`config.mk`:
```
export PLATFORM = sky130hd
export DESIGN_NAME = if_fetch_stage
export DESIGN_NICKNAME = d
export VERILOG_FILES = /design/src/rtl/cpu_pkg.sv /design/src/rtl/if_id_reg.sv /design/src/rtl/if_fetch_stage.sv
export SDC_FILE = /design/constraint.sdc
export NUM_CORES = 1
export LEC_CHECK = 0
export ABC_AREA = 1
export BUFFER_PORTS_ARGS = -buffer_cell sky130_fd_sc_hd__buf_2
export CAP_MARGIN = 20
export CORE_ASPECT_RATIO = 0.75
export CORE_MARGIN = 2
export CORE_UTILIZATION = 40
export CTS_CLUSTER_SIZE = 12
export DETAILED_ROUTE_END_ITERATION = 7
export HOLD_SLACK_MARGIN = 0.05
export PLACE_DENSITY = 0.72
export SLEW_MARGIN = 20
export SYNTH_ARGS = -nofsm -noshare
export SYNTH_HDL_FRONTEND = slang
export SYNTH_SLANG_ARGS = --single-unit
export TNS_END_PERCENT = 10
```
`constraint.sdc`:
```
create_clock -name clk -period 3.28 [get_ports clk]
set_input_delay 0.656 -clock clk [delete_from_list [all_inputs] [get_ports clk]]
set_output_delay 0.656 -clock clk [all_outputs]
set_load 0.02 [all_outputs]
```
`src/rtl/cpu_pkg.sv`:
```
// Shared CPU definitions: PC defaults, the fetch FSM encoding, the NOP
// encoding and a word-alignment helper for instruction addresses.
package cpu_pkg;

    localparam int          INST_W         = 32;
    localparam logic [31:0] RESET_PC_DEF   = 32'h0000_0000;
    localparam logic [31:0] EXC_VECTOR_DEF = 32'h0000_0180;
    localparam logic [31:0] NOP_INST       = 32'h0000_0000;

    typedef enum logic [1:0] {
        IDLE  = 2'd0,
        FETCH = 2'd1,
        HOLD  = 2'd2
    } fetch_state_t;

    // Instruction addresses are always word aligned; drop the byte offset.
    function automatic logic [31:0] word_align(input logic [31:0] addr);
        return addr & 32'hFFFF_FFFC;
    endfunction

endpackage

```
`src/rtl/if_id_reg.sv`:
```
// IF/ID pipeline register with hold, flush and load controls.
// Priority: rst > flush > hold > load. A flushed or invalid slot always
// carries NOP_INST so decode sees a harmless instruction.
module if_id_reg
    import cpu_pkg::*;
(
    input  logic              clk,
    input  logic              rst,
    input  logic              hold,
    input  logic              flush,
    input  logic              load,
    input  logic [31:0]       pc_in,
    input  logic [INST_W-1:0] inst_in,
    input  logic              valid_in,
    output logic [31:0]       id_pc,
    output logic [INST_W-1:0] id_inst,
    output logic              id_valid
);

    // Pipeline register update: reset, squash, or capture a new slot.
    // NOTE: sequential state uses non-blocking assignments so every register samples pre-edge values.
    always_ff @(posedge clk) begin
        if (rst) begin
            id_pc    <= '0;
            id_inst  <= NOP_INST;
            id_valid <= 1'b0;
        end else if (flush) begin
            id_inst  <= NOP_INST;
            id_valid <= 1'b0;
        end else if (load && !hold) begin
            id_pc    <= pc_in;
            id_inst  <= valid_in ? inst_in : NOP_INST;
            id_valid <= valid_in;
        end
    end

endmodule

```
`src/rtl/if_fetch_stage.sv`:
```
// MIPS instruction-fetch stage: owns the PC and fetch FSM, drives the
// instruction memory, and loads the IF/ID register.
// Optional build macro IF_DELAY_SLOT_EN: when defined, the instruction
// fetched alongside a taken branch (the delay slot) is kept valid; when
// undefined, that slot is squashed to a NOP.
module if_fetch_stage
    import cpu_pkg::*;
#(
    parameter logic [31:0] RESET_PC   = RESET_PC_DEF,
    parameter logic [31:0] EXC_VECTOR = EXC_VECTOR_DEF
) (
    input  logic              clk,
    input  logic              rst,
    input  logic              stall_i,
    input  logic              branch_flag_i,
    input  logic [31:0]       branch_target_i,
    input  logic              exc_flag_i,
    output logic              inst_ce_o,
    output logic [31:0]       inst_addr_o,
    input  logic [INST_W-1:0] inst_data_i,
    output logic [31:0]       id_pc_o,
    output logic [INST_W-1:0] id_inst_o,
    output logic              id_valid_o
);

    fetch_state_t state, next_state;
    logic [31:0]  pc, pc_next;
    logic         ifid_load;
    logic         ifid_flush;
    logic         slot_valid;

    // State and PC registers.
    always_ff @(posedge clk) begin
        if (rst) begin
            state <= IDLE;
            pc    <= RESET_PC;
        end else begin
            state <= next_state;
            pc    <= pc_next;
        end
    end

    // Next-state, next-PC and IF/ID controls; exception beats stall beats branch.
    // NOTE: every output gets a default first so no path can infer a latch.
    always_comb begin
        next_state = state;
        pc_next    = pc;
        ifid_load  = 1'b0;
        ifid_flush = 1'b0;
        slot_valid = 1'b1;
        case (state)
            IDLE: begin
                next_state = FETCH;
            end
            FETCH, HOLD: begin
                if (exc_flag_i) begin
                    pc_next    = word_align(EXC_VECTOR);
                    ifid_flush = 1'b1;
                    next_state = FETCH;
                end else if (stall_i) begin
                    next_state = HOLD;
                end else if (state == HOLD) begin
                    // Resume at the held PC; the IF/ID slot is refilled next edge.
                    next_state = FETCH;
                end else begin
                    ifid_load = 1'b1;
                    pc_next   = branch_flag_i ? word_align(branch_target_i) : pc + 32'd4;
`ifdef IF_DELAY_SLOT_EN
                    slot_valid = 1'b1;
`else
                    slot_valid = !branch_flag_i;
`endif
                end
            end
            default: begin
                next_state = IDLE;
            end
        endcase
    end

    assign inst_ce_o   = (state == FETCH);
    assign inst_addr_o = pc;

    if_id_reg u_if_id_reg (
        .clk      (clk),
        .rst      (rst),
        .hold     (stall_i),
        .flush    (ifid_flush),
        .load     (ifid_load),
        .pc_in    (pc),
        .inst_in  (inst_data_i),
        .valid_in (slot_valid),
        .id_pc    (id_pc_o),
        .id_inst  (id_inst_o),
        .id_valid (id_valid_o)
    );

endmodule

```
==> flow_summary_export.csv <==
group,metric,value,unit
synthesis,synth_area_leaders,"dfxtp_1, nand2_1, a21oi_1",
min_path,min_to,"u_if_id_reg.id_inst[21]",
synthesis,synth_warnings,0,
route,wirelength,13.3,mm
synthesis,yosysTopAreaCellShare,41.4,%
global_route,antenna_found_initial,0,
floorplanning,initial_utilization,41.5,%
route,wl_per_cell,13.7,um
synthesis,synth_common_cells,"nand2_1, dfxtp_1, a21oi_1, nor2_1, o21ai_0",
placed_design,hpwl,9.53,mm
power_and_ir_drop,switchingPower,783,uW
cells_and_area,fillCellCount,1166,
worst_setup_path,crit_path_end_kind,"register",
global_route,track_usage,21.1,%
worst_setup_path,worstPathRequired,3.55,ns
run,max_cap_violations,0,
power_and_ir_drop,power_frac_comb,14.3,%
synthesis,syn_area,4590,um2
synthesis,ys_seq_elements,95,
global_route,grt_pass1_wl,21.1,mm
worst_setup_path,r2r_slack,1.08,ns
synthesis,synth_edf_count,0,
clock_tree,cts_tree,"done",
min_path,whs_path_depth,2,
min_path,min-delay-start,"u_if_id_reg.id_inst[21]",
cells_and_area,stdcell_area,5810,um2
worst_setup_path,path_class,"register to register",
placed_design,place_congestion,0.896,
power_and_ir_drop,ir_worst_vdd,264,uV
synthesis,synth_area_leader_cell,"dfxtp_1",
sta,tightestPinTransition,0.802,ns
synthesis,synth_flop_cell,"dfxtp_1",
route,drc_errors,0,
power_and_ir_drop,swShare,27.8,%
route,drt_iter0_drc,391,
synthesis,yosysSeqAreaShare,41.4,%
clock_tree,hold_buffers,0,
synthesis,synth_cell_types,30,
clock_tree,htreeDepth,3,
cells_and_area,layout-drive-gt1-share,25.9,%
sta,relSlewSlack,46.5,%
worst_setup_path,cp.arrival,2.46,ns
route,dr_total_vias,4742,
clock_tree,clkTransAtPathRegs,0.07,ns
synthesis,yosys.cell_count.top_type,"nand2_1",
synthesis,avgSynthCellArea,6.75,um2
worst_setup_path,crit_path_max_fanout,46,
placed_design,numPortBuffers,160,
route,ant_nets,0,
power_and_ir_drop,p_leak,2.59,nW
synthesis,synthArstFlopShare,0,%
sta,fmax,0.455,GHz
floorplanning,die_h,96.8,um
sta,maxSlewViolCount,0,
global_route,grt_pass1_vias,4092,
power_and_ir_drop,share_seq_of_total_power,44.5,%
worst_setup_path,rr_startpoint,"state[0]",
power_and_ir_drop,internal-power,2.04,mW
route,dr.pass1.iters,5,
synthesis,syn_inst,680,
cells_and_area,area_growth,26.5,%
clock_tree,cts_setup_buffers,0,
global_route,grt_start_max_net_pins,47,
cells_and_area,final_core_util,52.5,%
clock_tree,ctsResizeCount,0,
sta,holdWs,0.460,ns
cells_and_area,nets,900,
outcome,outcome,"finished, final reports clean",
worst_setup_path,worstReg2RegEnd,"inst_addr_o[11]",
clock_tree,cts_buffers,9,
clock_tree,ctsLongestPathBuffers,2,
floorplanning,io_pins,167,
route,vias_per_cell,4.89,
clock_tree,clkLatencyLatePin,0.34,ns
cells_and_area,diodes,0,
clock_tree,root_buffer,"clkbuf_16",
min_path,hp-class,"register to register",
floorplanning,coreArea,11100,um2
sta,setup_viol,0,
sta,fin_setup_tns,0,ns
floorplanning,rows,33,
placed_design,placed_area,5480,um2
power_and_ir_drop,power_density,485,nW/um2
clock_tree,cts.sink_count,95,
floorplanning,dieArea,12400,um2
sta,min_period,2.20,ns
sta,grt_setup_unrepaired,"false",
worst_setup_path,reg2reg_depth,11,
floorplanning,die_w,128,um
sta,period_share,66.9,%
global_route,overflow,0,
power_and_ir_drop,pwr-share-clk,41.2,%
worst_setup_path,start_kind,"register",
sta,hold_viol,0,
sta,fin_skew,0.00779,ns
-- cell type report --
class | count | area (um2) | share of cell area (%)
Clock buffer | 10 | 239 | 4.11
Multi-Input combinational cell | 509 | 2370 | 40.8
Inverter | 42 | 158 | 2.71
Timing Repair Buffer | 168 | 873 | 15.0
Tap cell | 140 | 175 | 3.01
Sequential cell | 95 | 1900 | 32.7
Clock inverter | 6 | 93.8 | 1.61
-- state kept, by name (all words and copies together) (netlist names) --
name                  cells
inst_addr_o              30
state                     2
u_if_id_reg.id_inst      32
u_if_id_reg.id_pc        30
u_if_id_reg.id_valid      1
-- layout by cell type, fill, tap and decap left out, types with 2 or more instances in the layout --
master	synthesis	final
xnor2_1	2	2
inv_2	4	4
and2_1	2	2
buf_4	5	7
nand2_1	221	221
bufinv_16	0	2
inv_1	38	38
nor2_2	4	4
ha_1	6	6
conb_1	1	4
nand2_4	4	4
nand2_2	3	3
nor2_4	9	9
clkinv_4	0	3
nor2_1	70	70
clkbuf_16	0	9
buf_2	16	160
or2_2	2	2
dfxtp_1	95	95
nand3_1	36	36
a21oi_1	88	88
o21ai_0	46	46
a21oi_2	3	3
a211oi_1	2	2
-- worst max-delay path by stage --
stage / depth (start not counted) / slack, ns / to / start
detailed placement: 11 / 1.13 / inst_addr_o[17] / state[0]
global route: 11 / 0.88 / inst_addr_o[11] / state[0]
global placement: 11 / 1.18 / inst_addr_o[17] / state[0]
finish: 11 / 1.08 / inst_addr_o[11] / state[0]
floorplan: 11 / 1.65 / inst_addr_o[18] / state[0]
CTS: 11 / 1.08 / inst_addr_o[11] / state[0]
-- metrics by stage --
step                worst slack [ns]  total power, mW  cells
CTS                             1.08             2.84    970
floorplan                       1.65             1.53    683
global placement                1.18             1.68    954
finish                          1.08             2.82    970
global route                   0.877             2.93    970
detailed placement              1.13             1.68    954
-- logic make-up (layout without fill, tap and decap cells) --
family                     Yosys count  count (layout)  synth area share (%)
other                                1               4                0.0816
buffers and inverters               79             226                  7.33
and+or+nand+nor                    353             353                  33.0
xor gates and xnor gates             3               3                 0.572
AOI/OAI and AO/OA                  143             143                  16.0
adders and majority gates            6               6                  1.63
DFF                                 95              95                  41.4
-- worst max-delay path, stage by stage (launching register included) --
cell and delay [ns]:
dfxtp_1 0.41, inv_1 0.09, ha_1 0.30, inv_1 0.08, nor2_2 0.13, nand2_4 0.14, inv_2 0.31, buf_12 0.27
nand2_1 0.07, nand2_1 0.07, o21ai_0 0.09, a21oi_1 0.16
-- routing by layer --
metal	share of wire, %	up-vias	global-route usage, %	routed length, um
met1	51	2095	32.6	6740
met4	0.68	0	4.65	91
met2	41	173	29.7	5500
li1	-	2463	-	-
met3	7.5	11	4.76	995
met5	0	-	0	0
-- power groups by stage --
stage          clock (mW)  sequential [mW]  combinational (mW)
2_1_floorplan           0             1.33               0.199
3_3_place_gp            0             1.28               0.399
3_5_place_dp            0             1.28               0.401
4_1_cts              1.18             1.25               0.403
5_1_grt              1.22             1.26               0.444
6_report             1.16             1.25               0.402
Power figures use the tool's default switching activity.
